$ cat src/rtl/addsub8_serial.sv
// addsub8_serial: bit-serial add/subtract, one full-adder cell per clock, start/done handshake.
// Define ADDSUB8_SERIAL_ZERO_FLAG_EN to add the registered zero flag output z.
module addsub8_serial #(
    parameter int WIDTH = 8,
    parameter int CNT_W = 3
) (
    input  logic             clk,
    input  logic             rst,
    input  logic             start,
    input  logic [WIDTH-1:0] a,
    input  logic [WIDTH-1:0] e,
    input  logic             m,
    output logic             busy,
    output logic             done,
    output logic [WIDTH-1:0] s,
    output logic             c_out,
    output logic             ovf
`ifdef ADDSUB8_SERIAL_ZERO_FLAG_EN
    ,
    output logic             z
`endif
);
    typedef enum logic [1:0] {IDLE, RUN, DONE} state_t;
    state_t           state_q, state_d;
    logic [CNT_W-1:0] cnt_q, cnt_d;
    logic [WIDTH-1:0] sa_q, sa_d, se_q, se_d, sum_q, sum_d, s_q, s_d, sum_nx;
    logic             carry_q, carry_d, c_out_q, c_out_d, ovf_q, ovf_d;
    logic             sum_bit, c_gen;
`ifdef ADDSUB8_SERIAL_ZERO_FLAG_EN
    logic             z_q, z_d;
`endif

    always_comb begin
        sum_bit = sa_q[0] ^ se_q[0] ^ carry_q;
        c_gen   = (sa_q[0] & se_q[0]) | (carry_q & (sa_q[0] ^ se_q[0]));
        sum_nx  = {sum_bit, sum_q[WIDTH-1:1]};
        state_d = state_q;
        cnt_d   = cnt_q;
        sa_d    = sa_q;
        se_d    = se_q;
        sum_d   = sum_q;
        carry_d = carry_q;
        s_d     = s_q;
        c_out_d = c_out_q;
        ovf_d   = ovf_q;
`ifdef ADDSUB8_SERIAL_ZERO_FLAG_EN
        z_d     = z_q;
`endif
        if (state_q == RUN) begin
            sa_d    = sa_q >> 1;
            se_d    = se_q >> 1;
            sum_d   = sum_nx;
            carry_d = c_gen;
            cnt_d   = cnt_q + 1'b1;
            if (cnt_q == CNT_W'(WIDTH - 1)) begin
                s_d     = sum_nx;
                c_out_d = c_gen;
                ovf_d   = carry_q ^ c_gen;
`ifdef ADDSUB8_SERIAL_ZERO_FLAG_EN
                z_d     = (sum_nx == '0);
`endif
                state_d = DONE;
            end
        end else if (start) begin
            sa_d    = a;
            se_d    = e;
            sum_d   = '0;
            carry_d = m;
            cnt_d   = '0;
            state_d = RUN;
        end else begin
            state_d = IDLE;
        end
    end

    always_ff @(posedge clk) begin
        if (rst) begin
            state_q <= IDLE;
            cnt_q   <= '0;
            sa_q    <= '0;
            se_q    <= '0;
            sum_q   <= '0;
            carry_q <= 1'b0;
            s_q     <= '0;
            c_out_q <= 1'b0;
            ovf_q   <= 1'b0;
`ifdef ADDSUB8_SERIAL_ZERO_FLAG_EN
            z_q     <= 1'b0;
`endif
        end else begin
            state_q <= state_d;
            cnt_q   <= cnt_d;
            sa_q    <= sa_d;
            se_q    <= se_d;
            sum_q   <= sum_d;
            carry_q <= carry_d;
            s_q     <= s_d;
            c_out_q <= c_out_d;
            ovf_q   <= ovf_d;
`ifdef ADDSUB8_SERIAL_ZERO_FLAG_EN
            z_q     <= z_d;
`endif
        end
    end

    assign busy  = (state_q == RUN);
    assign done  = (state_q == DONE);
    assign s     = s_q;
    assign c_out = c_out_q;
    assign ovf   = ovf_q;
`ifdef ADDSUB8_SERIAL_ZERO_FLAG_EN
    assign z     = z_q;
`endif
endmodule

$ cat config.mk
export PLATFORM = sky130hd
export DESIGN_NAME = addsub8_serial
export DESIGN_NICKNAME = d
export VERILOG_FILES = /design/src/rtl/addsub8_serial.sv
export SDC_FILE = /design/constraint.sdc
export NUM_CORES = 1
export LEC_CHECK = 0
export CAP_MARGIN = 20
export CORE_MARGIN = 5
export CORE_UTILIZATION = 55
export DETAILED_ROUTE_END_ITERATION = 6
export GPL_TIMING_DRIVEN = 0
export PLACE_DENSITY = 0.92
export SLEW_MARGIN = 30
export SYNTH_ARGS = -nofsm -noshare
export SYNTH_HDL_FRONTEND = slang
export SYNTH_SLANG_ARGS = --single-unit
$ cat constraint.sdc
create_clock -name clk -period 2.6 [get_ports clk]
set_input_delay 0.52 -clock clk [delete_from_list [all_inputs] [get_ports clk]]
set_output_delay 0.52 -clock clk [all_outputs]
set_load 0.01 [all_outputs]
==> impl_metrics.toml <==
[routing]
vias_per_cell = 5.24
detail-route-antenna-nets = 0
first_iter_violations = 57
dr_total_vias = 1335
drt_wl_total_microns = 3440
route.detailed.drc = 0
wl_per_cell_microns = 13.5
1st_pass_router_iterations = 4

[sta]
max_freq_mhz = 450
slew_headroom = 0.552
worstMarginPinSlew_ns = 0.672
min_period_ns = 2.22
timing.final.crit_share = 0.854
fin_setup_tns_ns = 0
finalHoldViolCount = 0
unrepaired_setup_endpoints_after_global_routing = "no"
finalSetupViolations = 0
fin_worst_skew_ns = 0.00528
report.final.slew_viol_count = 0

[worst_setup_path]
timing.critical_path.slowest_stage_cell = "clkdlybuf4s50_1"
path_cells = "nand2b_1 > buf_6 > inv_4 > buf_6 > clkdlybuf4s50_1"
timing.critical_path.from_type = "register"
end_kind = "primary output"
worst_path_buf_inv = 4
path_max_fanout = 10
timing.critical_path.depth = 5
worstPathArrival_ns = 1.70
worst_reg2reg_endpoint = "s[2]"
worst-endpoint-required_ns = 2.08
worst_setup_path_endpoint = "busy"
worst_path_most_repeated_cell = "buf_6"
critPathLaunch = "state_q[1]"
worst-r2r-setup-slack_ns = 1.22
path_class = "register to primary output"
worst_r2r_path_depth = 6
critical_path.max_stage_delay_ns = 0.54
crit_family = "buffers and inverters"
rr_startpoint = "cnt_q[0]"

[cts]
cts-root-buf = "clkbuf_4"
clock_sink_count = 39
clockBufferDepth = 2
clk_pin_slew_worst_paths_ns = 0.11
cts-resized-gates = 0
cts_tree = "done"
cts_hold_buffers = 0
clk-insertion-delay-late_ns = 0.35
post-cts-setup-buffer-count = 0
h-tree-depth = 2
cts-buffers-inserted = 5

[die]
die-height_microns = 66.0
floorplan.core_area_sq_um = 3030
io_pins = 32
fp.dieArea_sq_um = 4350
initial_core_util = 0.569
floorplan.die.width_microns = 66.0
placementRows = 20

[synth]
post_synthesis_sequential_element_count = 39
yosys.cell_types.count = 22
synthesis.yosys.warnings = 0
synth.largest_area_cell = "dfxtp_1"
seq_area_frac_synth = 0.453
number_of_nets_in_the_synthesized_netlist = 197
ranking_of_synthesized_cells_by_area = "dfxtp_1 (45%), a211oi_2 (11%), mux2i_1 (9.9%)"
synth_top_area_frac = 0.453
average_size_of_a_mapped_cell_sq_um = 9.89
postSynthCellCount = 174
synth_area_sq_um = 1720

[placed_design]
io_buffer_count = 29
post-dp-hpwl_microns = 2430
post-place-cells = 247
gpl.final_weighted_congestion = 0.780

[hold_path]
holdCritPathClass = "register to register"

[layout]
fin_cells = 255
post_route_cells_drive_above_1_share = 0.171
commonest_cells_after_routing_fill_and_taps_aside = "dfxtp_1 (39), clkdlybuf4s50_1 (29), nand2_1 (27), a21oi_1 (19), nor2_1 (18)"
most_common_cell_after_layout_fill_and_taps_aside = "dfxtp_1"
fillerInstances = 243
antenna_diode_count = 0
nets = 233
areaGrowthSynthToFinish_pct = 25.1

[pwr]
p_leak_nw = 0.817
ir_drop_worst_vdd_uv = 434
power_density_nw_per_um2 = 569
finalPower_mw = 1.22

[global_routing]
maximum_number_of_pins_on_one_net_before_global_route_repair = 13
grt_antenna_before_repair = 0
grt_first_pass_wirelength_microns = 5730
grt_pass1_vias = 1300
overall_overflow_remaining_after_global_route = 0
grt.total_usage = 0.176

[status]
run_status = "complete, no violations"

[job]
cap_violations = 0
==> cells by family (layout without fill, tap and decap cells) <==
kind of cell,Yosys count,count (layout),share of synthesized area
buf+inv,16,53,0.0770
flops,39,39,0.453
simple gates,62,62,0.168
compound gates,36,36,0.172
xor+xnor,1,1,0.00509
fa+ha+maj,3,3,0.0262
mux,17,17,0.0988
==> flip-flops by register name, summed over array words and instances (netlist names) <==
register and cells:
c_out 1, carry_q 1, cnt_q 3, ovf 1, s 8, sa_q 8
se_q 8, state_q 2, sum_q 7
==> layer usage <==
| metal | track usage | part of all wire | vias to the layer above |
|---|---|---|---|
| li1 | - | - | 672 |
| met1 | 0.213 | 0.45 | 618 |
| met2 | 0.288 | 0.47 | 40 |
| met3 | 0.0544 | 0.066 | 5 |
| met4 | 0.0761 | 0.019 | 0 |
| met5 | 0 | 0 | - |
==> cells in the mapped netlist <==
master    number
a211oi_1       1
clkbuf_1       3
nand3b_1      11
buf_2          4
a21oi_1       19
and3b_1        1
nand2_1       27
nor3_1         2
a211oi_2      15
ha_1           2
nor2b_1        1
nor2_1        18
dfxtp_1       39
xnor2_1        1
mux2i_1       17
fa_1           1
buf_6          6
o21ai_0        1
buf_4          1
nand2b_1       2
inv_4          1
buf_12         1
==> metrics by stage <==
stage	utilization	cell area, sq um	hold WS, ns	setup WS (ns)
2_1_floorplan	-	1720	0.432	1.34
3_3_place_gp	0.683	2070	0.444	0.763
3_5_place_dp	0.683	2070	0.448	0.769
4_1_cts	0.711	2150	0.464	0.363
5_1_grt	0.711	2150	0.480	0.295
6_report	0.711	2150	0.459	0.380
==> worst min-delay path by stage <==
stage                          to      from  depth (start not counted)
final                        s[4]      s[4]                          2
after global routing      carry_q       rst                          2
after CTS                    s[4]      s[4]                          2
after detailed placement     s[4]      s[4]                          2
after global placement       s[4]      s[4]                          2
after floorplan              s[0]  sum_q[1]                          2
==> worst reg2reg max path, stage by stage (launching register included) <==
cell     delay (ns)
dfxtp_1        0.34
ha_1           0.20
ha_1           0.19
and3b_1        0.18
buf_2          0.18
nand2_1        0.09
a21oi_1        0.06
==> power breakdown <==
part	switching, mW	internal [mW]	total [mW]
Sequential	0.0153	0.623	0.639
Combinational	0.0785	0.0858	0.164
Clock	0.194	0.227	0.422
Total	0.288	0.936	1.22
==> cell type report <==
| type | instances | area (sq um) | share of cell area |
|---|---|---|---|
| Timing Repair Buffer | 29 | 290 | 0.135 |
| Clock inverter | 2 | 35.0 | 0.0163 |
| Sequential cell | 39 | 781 | 0.363 |
| Clock buffer | 6 | 51.3 | 0.0238 |
| Multi-Input combinational cell | 119 | 808 | 0.375 |
| Tap cell | 44 | 55.1 | 0.0256 |
| Buffer | 15 | 126 | 0.0587 |
| Inverter | 1 | 6.26 | 0.00291 |
Note: power is estimated with default switching activity, not from simulation.
